**src/rtl/gray2rgb_pkg.sv**
```systemverilog
// Shared definitions for the gray-to-RGB output path: render modes and fixed colours.
package gray2rgb_pkg;

    typedef enum logic [1:0] {
        MODE_REPL   = 2'd0,
        MODE_PSEUDO = 2'd1,
        MODE_BIN    = 2'd2,
        MODE_RSVD   = 2'd3
    } mode_e;

    localparam logic [23:0] RGB_BLACK = 24'h000000;
    localparam logic [23:0] RGB_WHITE = 24'hFFFFFF;

endpackage

```
**src/rtl/sync_delay.sv**
```systemverilog
// Fixed-length shift delay for a bundle of sync/enable bits.
// Reusable by any video filter that needs its syncs aligned to an N-stage data pipeline.
module sync_delay #(
    parameter int unsigned W = 3,
    parameter int unsigned N = 2
) (
    input  logic         clk,
    input  logic         rst_n,
    input  logic [W-1:0] d_i,
    output logic [W-1:0] d_o
);

    logic [W-1:0] pipe_q [N];

    // Shift the bundle one stage per clock; reset clears every stage.
    always_ff @(posedge clk or negedge rst_n) begin
        if (!rst_n) begin
            for (int unsigned i = 0; i < N; i++) begin
                pipe_q[i] <= '0;
            end
        end else begin
            pipe_q[0] <= d_i;
            for (int unsigned i = 1; i < N; i++) begin
                pipe_q[i] <= pipe_q[i-1];
            end
        end
    end

    assign d_o = pipe_q[N-1];

endmodule

```
**src/rtl/gray_to_rgb.sv**
```systemverilog
// Gray-to-RGB renderer for the display output path, two-cycle pipeline.
// Modes: replicate, pseudo-color ramp, binary threshold. Mode and threshold are latched
// only on the vsync leading edge so a frame never mixes modes.
// Optional feature: define GRAY2RGB_PSEUDO_EN to build the pseudo-color map; otherwise
// mode 1 renders as replicate (mode_active still reports 1).
module gray_to_rgb
    import gray2rgb_pkg::*;
#(
    parameter logic [1:0] MODE_DEF = 2'd0,
    parameter logic [7:0] THR_DEF  = 8'd128,
    parameter logic       VS_POL   = 1'b1
) (
    input  logic        clk,
    input  logic        rst_n,
    input  logic        gray_hsync,
    input  logic        gray_vsync,
    input  logic [7:0]  gray_data,
    input  logic        gray_de,
    input  logic [1:0]  mode_cfg,
    input  logic [7:0]  thr_cfg,
    output logic        rgb_hsync,
    output logic        rgb_vsync,
    output logic [23:0] rgb_data,
    output logic        rgb_de,
    output logic [1:0]  mode_active
);

    // Colour map for one pixel; reserved mode falls through to replicate.
    function automatic logic [23:0] color_map(input logic [7:0] g,
                                              input logic [1:0] mode,
                                              input logic [7:0] thr);
`ifdef GRAY2RGB_PSEUDO_EN
        logic [7:0] ramp;
        logic [7:0] ramp_inv;
`endif
        color_map = {g, g, g};
        case (mode_e'(mode))
            MODE_BIN: color_map = (g >= thr) ? RGB_WHITE : RGB_BLACK;
`ifdef GRAY2RGB_PSEUDO_EN
            MODE_PSEUDO: begin
                // ramp tops out at 252, so 255-ramp never underflows.
                ramp     = {g[5:0], 2'b00};
                ramp_inv = 8'hFF - ramp;
                case (g[7:6])
                    2'd0:    color_map = {8'h00, ramp,  8'hFF};
                    2'd1:    color_map = {8'h00, 8'hFF, ramp_inv};
                    2'd2:    color_map = {ramp,  8'hFF, 8'h00};
                    default: color_map = {8'hFF, ramp_inv, 8'h00};
                endcase
            end
`endif
            default: color_map = {g, g, g};
        endcase
    endfunction

    logic [7:0]  g1_q;
    logic        de1_q;
    logic [23:0] rgb_d, rgb_q;
    logic [1:0]  mode_q;
    logic [7:0]  thr_q;
    logic        vs_q;
    logic        vs_lead;
    logic [2:0]  sync_out;

    assign vs_lead = (gray_vsync == VS_POL) && (vs_q != VS_POL);

    // Vsync edge detector and frame-start capture of mode/threshold.
    always_ff @(posedge clk or negedge rst_n) begin
        if (!rst_n) begin
            vs_q   <= ~VS_POL;
            mode_q <= MODE_DEF;
            thr_q  <= THR_DEF;
        end else begin
            vs_q <= gray_vsync;
            if (vs_lead) begin
                mode_q <= mode_cfg;
                thr_q  <= thr_cfg;
            end
        end
    end

    // Stage 1: register the incoming pixel and its enable.
    always_ff @(posedge clk or negedge rst_n) begin
        if (!rst_n) begin
            g1_q  <= 8'h00;
            de1_q <= 1'b0;
        end else begin
            g1_q  <= gray_data;
            de1_q <= gray_de;
        end
    end

    // Stage 2 next state: blanking forces black regardless of mode.
    always_comb begin
        rgb_d = RGB_BLACK;
        if (de1_q) begin
            rgb_d = color_map(g1_q, mode_q, thr_q);
        end
    end

    // Stage 2 output register.
    always_ff @(posedge clk or negedge rst_n) begin
        if (!rst_n) begin
            rgb_q <= RGB_BLACK;
        end else begin
            rgb_q <= rgb_d;
        end
    end

    sync_delay #(
        .W(3),
        .N(2)
    ) u_sync_delay (
        .clk  (clk),
        .rst_n(rst_n),
        .d_i  ({gray_hsync, gray_vsync, gray_de}),
        .d_o  (sync_out)
    );

    assign rgb_hsync   = sync_out[2];
    assign rgb_vsync   = sync_out[1];
    assign rgb_de      = sync_out[0];
    assign rgb_data    = rgb_q;
    assign mode_active = mode_q;

endmodule

```
**config.mk**
```make
export PLATFORM = sky130hd
export DESIGN_NAME = gray_to_rgb
export DESIGN_NICKNAME = d
export VERILOG_FILES = /design/src/rtl/gray2rgb_pkg.sv /design/src/rtl/sync_delay.sv /design/src/rtl/gray_to_rgb.sv
export SDC_FILE = /design/constraint.sdc
export NUM_CORES = 1
export LEC_CHECK = 0
export CAP_MARGIN = 20
export CELL_PAD_IN_SITES_DETAIL_PLACEMENT = 0
export CELL_PAD_IN_SITES_GLOBAL_PLACEMENT = 1
export CORE_MARGIN = 2
export CORE_UTILIZATION = 23
export DETAILED_ROUTE_END_ITERATION = 7
export DONT_BUFFER_PORTS = 1
export PLACE_DENSITY_LB_ADDON = 0.1
export SLEW_MARGIN = 20
export SYNTH_ARGS = -nofsm -noshare
export SYNTH_HDL_FRONTEND = slang
export SYNTH_SLANG_ARGS = --single-unit
```
**constraint.sdc**
```tcl
create_clock -name clk -period 3.18 [get_ports clk]
set_input_delay 0.636 -clock clk [delete_from_list [all_inputs] [get_ports clk]]
set_output_delay 0.636 -clock clk [all_outputs]
set_load 0.02 [all_outputs]
```
=== Yosys cells after proc, flatten, opt, wreduce, memory -nomap -nowiden ===
Index checks and enable logic that the tools add are counted.

* Flip-flop bits (word level): 50
* Bits of input ports: 23
* Output and inout bits: 29
* Word-level logic and storage cells: 15

* Magnitude comparators: 1
* Equality and inequality tests: 1
* Mux-type cells: 3
* Bitwise operators: 1
* Reduce and logical (&&, ||, !) cells: 1

{| class="wikitable"
|+ Operator list
! cell !! number
|-
| two-way mux 24 bit || 3
|-
| >= comparator 8 bit || 1
|-
| == test 2 bit, second input constant || 1
|-
| logical AND 1 bit || 1
|-
| inverter 1 bit || 1
|}

=== Longest topological paths before layout ===
Gate-level depths: netlist of the first run.

* Depth after elaboration: 4
* Depth in mapped cells: 6
* Mapped depth without buffers: 5

=== Modules after synthesis ===
From an unflattened synthesis of the first run, not the netlist that was laid out.

* Cells, all modules: 127
* Area, all modules: 1503.9 um^2

{| class="wikitable"
|+ Modules (own cells, without submodules)
! module !! times used !! cells an instance !! area each (um^2) !! seq. area each (um^2)
|-
| gray_to_rgb || 1 || 118 || 1331.3 || 701.9
|-
| sync_delay || 1 || 9 || 172.7 || 150.1
|}

=== Worst setup path after synthesis of the first run ===
No wires, ideal clock.

* Kind: register -> register
* Start: register g1_q[0]
* End: register rgb_q[15] (netlist: rgb_data[15])
* Library setup time: 0.143 ns
* Arrival: 1.440 ns
* Required time: 3.037 ns
* Path slack: 1.597 ns
* Cell stages (with the launch flop): 6
* Buffers on the path: 0
* Period minus slack after synthesis: 1.583 ns
* Path through: dfrtp_1 -> inv_1 -> ha_1 -> nand2b_1 -> a2111oi_4 -> o32ai_1

* Word-level cells in the longest chain between the ends: 4

{| class="wikitable"
|+ RTL lines
! item !! line !! source
|-
| start, declared || gray_to_rgb.sv:56 || <nowiki>logic [7:0] g1_q;</nowiki>
|-
| start signal, assigned || gray_to_rgb.sv:88 || <nowiki>g1_q <= gray_data;</nowiki>
|-
| >= comparator 8 bit || gray_to_rgb.sv:38 || <nowiki>MODE_BIN: color_map = (g >= thr) ? RGB_WHITE : RGB_BLACK;</nowiki>
|-
| two-way mux 24 bit || gray_to_rgb.sv:38 ||
|-
| two-way mux 24 bit || gray_to_rgb.sv:37 || <nowiki>case (mode_e'(mode))</nowiki>
|-
| two-way mux 24 bit || gray_to_rgb.sv:96 || <nowiki>if (de1_q) begin</nowiki>
|-
| named net rgb_d[15] || gray_to_rgb.sv:58 || <nowiki>logic [23:0] rgb_d, rgb_q;</nowiki>
|-
| end signal, assigned || gray_to_rgb.sv:106 || <nowiki>rgb_q <= rgb_d;</nowiki>
|-
| end, declared || gray_to_rgb.sv:58 ||
|}

The timed path passes the listed nets, and every way through them passes these cells.
A chain may end at the register's enable or synchronous reset.

=== Worst setup path in the final report of the first run ===
* Start: register mode_q[1] (netlist: mode_active[1])
* End: register rgb_q[19] (netlist: rgb_data[19])

* Word-level cells in the longest chain between the ends: 3

{| class="wikitable"
|+ RTL lines
! item !! line !! source
|-
| start, declared || gray_to_rgb.sv:59 || <nowiki>logic [1:0] mode_q;</nowiki>
|-
| start signal, assigned || gray_to_rgb.sv:76 || <nowiki>mode_q <= mode_cfg;</nowiki>
|-
| == test 2 bit || gray_to_rgb.sv:37 ||
|-
| two-way mux 24 bit || gray_to_rgb.sv:37 ||
|-
| two-way mux 24 bit || gray_to_rgb.sv:96 ||
|}

Every way passes these cells.

==> impl_metrics.tcl, run 1 <==
set metrics [dict create \
    outcome "completed" \
    slew_headroom_pct 36.65 \
    worst-path-buf-inv 0 \
    synth_compound_area_share_pct 17.48 \
    synthCells 122 \
    critical-path-max-stage-delay_ps 790 \
    busiest_layer "met2" \
    hp-class "primary input to asynchronous set/reset pin" \
    pwr_density_cell_nw_per_um2 653.2 \
    clock.fmax_mhz 511.4 \
    die_x_um 82.89 \
    layout.nets 139 \
    synth_simple_gate_area_share_pct 4.196 \
    core_area_um2 5956 \
    arrival_ps 2080 \
    initial_core_util_pct 24.03 \
    port_buffers 0 \
    gr-usage-met2_pct 11.29 \
    clock_latency_ps 270 \
    clockBufferDepth 2 \
    grtUsageMet3_pct 3.976 \
    rows 28 \
    hold_viol 0 \
    worstMarginPinSlew_ps 948.3 \
    ir_worst_vdd_mv 0.2492 \
    die_area_um2 6871 \
    ios 52 \
    cts_tree "yes" \
    grt_pass1_wl_mm 4.298 \
    cts.reportedPaths.clkPinSlew_ps 70 \
    dr.pass1.iters 4 \
    area_delta_synth_final_pct 2.535 \
    max_cap_viol_count 0 \
    period_share_pct 61.50 \
    crit_chain "nor2b_1 > o211a_1 > o32ai_1" \
    antenna_found_initial 0 \
    post_cts_buffers 0 \
    grt.met1_usage_pct 10.98 \
    cts.repair.resized 0 \
    diodes 0 \
    totalPowerFinal_uw 958.7 \
    setup-tns-final_ps 0 \
    post-route-drc-count 0 \
    cp_slowest_cell "nor2b_1" \
    finalWirelength_mm 2.695 \
    grt_max_degree 33 \
    period_needed_ps 1956 \
    synth_top_family_by_area "compound AO/OA/AOI/OAI gates" \
    synthMuxAreaShare_pct 2.360 \
    layout-drive-gt1-share_pct 11.01 \
    setup_violations 0 \
    syn-cell-area_um2 1431 \
    hold_buffers 0 \
    synth_fa_ha_area_share_pct 6.993 \
    final_common_cell "dfrtp_1" \
    synth_warnings 0 \
    dieHeight_um 82.89 \
    avgSynthCellArea_um2 11.73 \
    finalNonFillerCells 184 \
    place_congestion 0.6854 \
    power_leakage_uw 0.0006147 \
    path_class "register to register" \
    rsz0062_at_grt "false" \
    viasPerCell 4.457 \
    crit_path_start_kind "register" \
    crit_family "simple AND/OR/NAND/NOR gates" \
    cts_buffers 5 \
    dp_hpwl_mm 1.974 \
    overflow 0 \
    synth_xor_area_share_pct 0 \
    cts_root_buf "clkbuf_8" \
    fin_ws_ps 1224 \
    ys_ff_latch 32 \
    finClkSkew_ps 4.457 \
    num_vias 820 \
    ys_types 22 \
    wire_per_inst_um 14.65 \
    grt_pass1_vias 846 \
    clock_sinks 32 \
    slew_violations 0 \
    htreeDepth 2 \
    initialDrtViolationCount 64 \
    dp_slack_ps 1253 \
    synthesis.nets 153 \
    final.fill_count 642 \
    ant_nets 0 \
    dpl.cell_count 176 \
    layout_common_cells "dfrtp_1 (31), o21ai_0 (15)" \
    cp.required_ps 3310 \
    grt.total_usage_pct 8.250 \
    end_kind "register" \
    yosysSeqAreaShare_pct 56.03 \
    crit_fanout 17 \
]
## area by class of cell
cell class	instances	area [um2]	area share, %
Multi-Input combinational cell	60	444.2	30.26
Sequential cell	32	802.0	54.65
Clock buffer	8	90.09	6.138
Inverter	8	30.03	2.046
Timing Repair Buffer	1	7.507	0.5115
Tap cell	75	93.84	6.394
## cell usage after synthesis (all sizes together)
master,number,area share [%]
buf,19,9.9
o32ai,8,4.9
nor2b,2,0.87
inv,8,2.1
or2,1,0.44
nand3,1,0.35
o21ai,15,5.2
nand2b,1,0.44
a21oi,2,0.70
clkbuf,3,0.96
dfrtp,31,54
nand2,8,2.1
mux2,3,2.4
ha,8,7.0
dfstp,1,1.8
a2111oi,1,1.9
o22ai,8,3.5
o21a,1,0.52
o211a,1,0.70
## worst reg2reg max path, stage by stage (launching register included)
cell	delay, ps
dfrtp_1	470
nor2b_1	790
o211a_1	420
o32ai_1	130
## worst paths after layout
kind | startpoint | end | slack (ps) | depth (start not counted)
max in group asynchronous | rst_n | thr_q[7] | 2950 | 0
worst min-delay path | rst_n | u_sync_delay.pipe_q[4] | 50 | 0
worst min register to register | u_sync_delay.pipe_q[5] | u_sync_delay.d_o[2] | 350 | 0
worst max register to register | mode_active[1] | rgb_data[19] | 1220 | 3
worst max-delay path | mode_active[1] | rgb_data[19] | 1220 | 3
min in group clk | u_sync_delay.pipe_q[5] | u_sync_delay.d_o[2] | 350 | 0
## registers in the layout, indices dropped and copies added (netlist names)
signal	flops
mode_active	2
rgb_data	8
u_sync_delay.pipe_q	3
thr_q	8
u_sync_delay.d_o	3
g1_q	8
## logic make-up (layout without fill, tap and decap cells)
group	count (synthesis)	in the layout
AO/OA/AOI/OAI	36	36
flip-flops	32	32
buffers and inverters	30	17
AND/OR/NAND/NOR	13	13
adder cells (fa/ha/maj)	8	8
multiplexers	3	3
## routing by layer
metal / up-vias / part of all wire (%)
li1: 385 / -
met1: 391 / 48
met2: 42 / 44
met3: 2 / 7.1
met4: 0 / 0.63
met5: - / 0
## power by group
part           switching [uW]  leakage (uW)  internal (uW)
combinational            66.5      0.000185           47.6
sequential               85.0      0.000385            446
clock                     137     0.0000455            176
total                     289      0.000615            670
## stage by stage
step / hold WS, ps / instance area, um2 / utilization (%)
2_1_floorplan: 331.2 / 1431 / -
3_5_place_dp: 337.9 / 1378 / 23.13
4_1_cts: 32.81 / 1468 / 24.64
6_report: 48.38 / 1468 / 24.64
3_3_place_gp: 334.3 / 1378 / 23.13
5_1_grt: 22.01 / 1468 / 24.64
Power figures use the tool's default switching activity.
==> run 2, diff against run 1 <==
==> constraint.sdc (replaced) <==
create_clock -name clk -period 1.6 [get_ports clk]
set_input_delay 0.32 -clock clk [delete_from_list [all_inputs] [get_ports clk]]
set_output_delay 0.32 -clock clk [all_outputs]
set_load 0.02 [all_outputs]
==> impl_metrics.tcl, run 2 (synthesis results as in run 1) <==
set metrics [dict create \
    outcome "finished with violations" \
    violations "negative setup slack" \
    antenna_found_initial 0 \
    grt.total_usage_pct 9.053 \
    cp.required_ps 1780 \
    max_cap_viol_count 0 \
    cts_tree "yes" \
    die_area_um2 6871 \
    hold_viol 0 \
    clockBufferDepth 2 \
    layout.nets 150 \
    clock.fmax_mhz 621.4 \
    rsz0062_at_grt "true" \
    grt_pass1_vias 921 \
    ir_worst_vdd_mv 0.3381 \
    period_needed_ps 1609 \
    crit_path_start_kind "register" \
    cts_root_buf "clkbuf_8" \
    final_common_cell "dfrtp_1" \
    dieHeight_um 82.89 \
    hp-class "primary input to register" \
    cts.reportedPaths.clkPinSlew_ps 70 \
    area_delta_synth_final_pct 16.43 \
    path_class "register to register" \
    post-route-drc-count 0 \
    clock_latency_ps 280 \
    crit_fanout 8 \
    finalNonFillerCells 195 \
    fin_ws_ps -9.307 \
    rows 28 \
    viasPerCell 4.508 \
    final.fill_count 646 \
    highest_layer "met4" \
    diodes 0 \
    ios 52 \
    period_share_pct 100.6 \
    wire_per_inst_um 15.34 \
    core_area_um2 5956 \
    grt_max_degree 33 \
    route.met2.wl_mm 1.313 \
    end_kind "register" \
    place_congestion 0.6899 \
    slew_violations 0 \
    hold_ws_ps 60.30 \
    setup-tns-final_ps -9.307 \
    pwr_density_cell_nw_per_um2 1229 \
    ant_nets 0 \
    wl_met3_um 268 \
    clock_sinks 32 \
    multi_input_area_um2 541.8 \
    finClkSkew_ps 5.478 \
    worstMarginPinSlew_ps 547.1 \
    num_vias 879 \
    finalWirelength_mm 2.991 \
    layout-drive-gt1-share_pct 29.17 \
    arrival_ps 1790 \
    setup_violations 1 \
    final_core_util_pct 27.98 \
    met1_length_mm 1.361 \
    dr.pass1.iters 4 \
    slew_headroom_pct 63.55 \
    htreeDepth 2 \
    initial_core_util_pct 24.03 \
    dp_hpwl_mm 2.068 \
    initialDrtViolationCount 32 \
    totalPowerFinal_uw 2048 \
    layout_common_cells "dfrtp_1 (31), o21ai_0 (15), buf_4 (9)" \
    seq_area_um2 802.0 \
    dpl.cell_count 183 \
    port_buffers 0 \
    cts_buffers 5 \
    power_leakage_uw 0.0006877 \
    grt_pass1_wl_mm 4.857 \
    die_x_um 82.89 \
    overflow 0 \
]
## run 2: layout make-up
class	instances	share of cell area [%]
well taps	75	5.631
multi-input cells	60	32.51
repair buffers	12	6.532
clock buffers	8	5.405
flip-flops and latches	32	48.12
inverters	8	1.802
## run 2: worst max-delay path, cell delays in order (launching register included)
cell     delay, ps
dfstp_2        520
inv_1           70
ha_4           280
nand2_1         60
or2_4          300
o32ai_2        290
## run 2: what timing repair did
action / CTS / global route
pin swaps: 1 / 2
cloned: 0 / 0
hold buffers: 2 / 0
hold endpoints to repair: 32 / 0
gates resized for setup: 6 / 9
setup endpoints to repair: 8 / 8
setup buffers: 1 / 1
## run 2: power breakdown
part | switching, uW | total, uW | leakage, uW | internal [uW]
Combinational | 199 | 358 | 0.000258 | 158
Sequential | 161 | 1050 | 0.000385 | 886
Clock | 293 | 643 | 0.0000455 | 351
Total | 653 | 2050 | 0.000688 | 1400
## run 2: path summary, 6_finish.rpt
| check | to | slack (ps) | cells after the start | from |
|---|---|---|---|---|
| max | rgb_data[21] | -9 | 5 | thr_q[7] |
| min | u_sync_delay.pipe_q[4] | 60 | 0 | gray_vsync |
| max reg2reg | rgb_data[21] | -9 | 5 | thr_q[7] |
| min reg2reg | u_sync_delay.d_o[2] | 350 | 0 | u_sync_delay.pipe_q[5] |
| max in group asynchronous | thr_q[7] | 870 | 2 | rst_n |
| min in group asynchronous | u_sync_delay.d_o[1] | 480 | 2 | rst_n |
## run 2: stage by stage
step                      worst slack [ps]  cell area (um2)
final                               -9.307             1667
after global placement              -74.32             1430
after CTS                           -12.32             1590
after detailed placement            -113.8             1430
after floorplan                      17.10             1431
after global routing                -111.0             1667
## run 2: metal layers
| layer | global-route usage, % | up-vias |
|---|---|---|
| met4 | 3.726 | 0 |
| met1 | 11.99 | 422 |
| met3 | 4.473 | 5 |
| met5 | 0 | - |
| li1 | - | 409 |
| met2 | 12.46 | 43 |
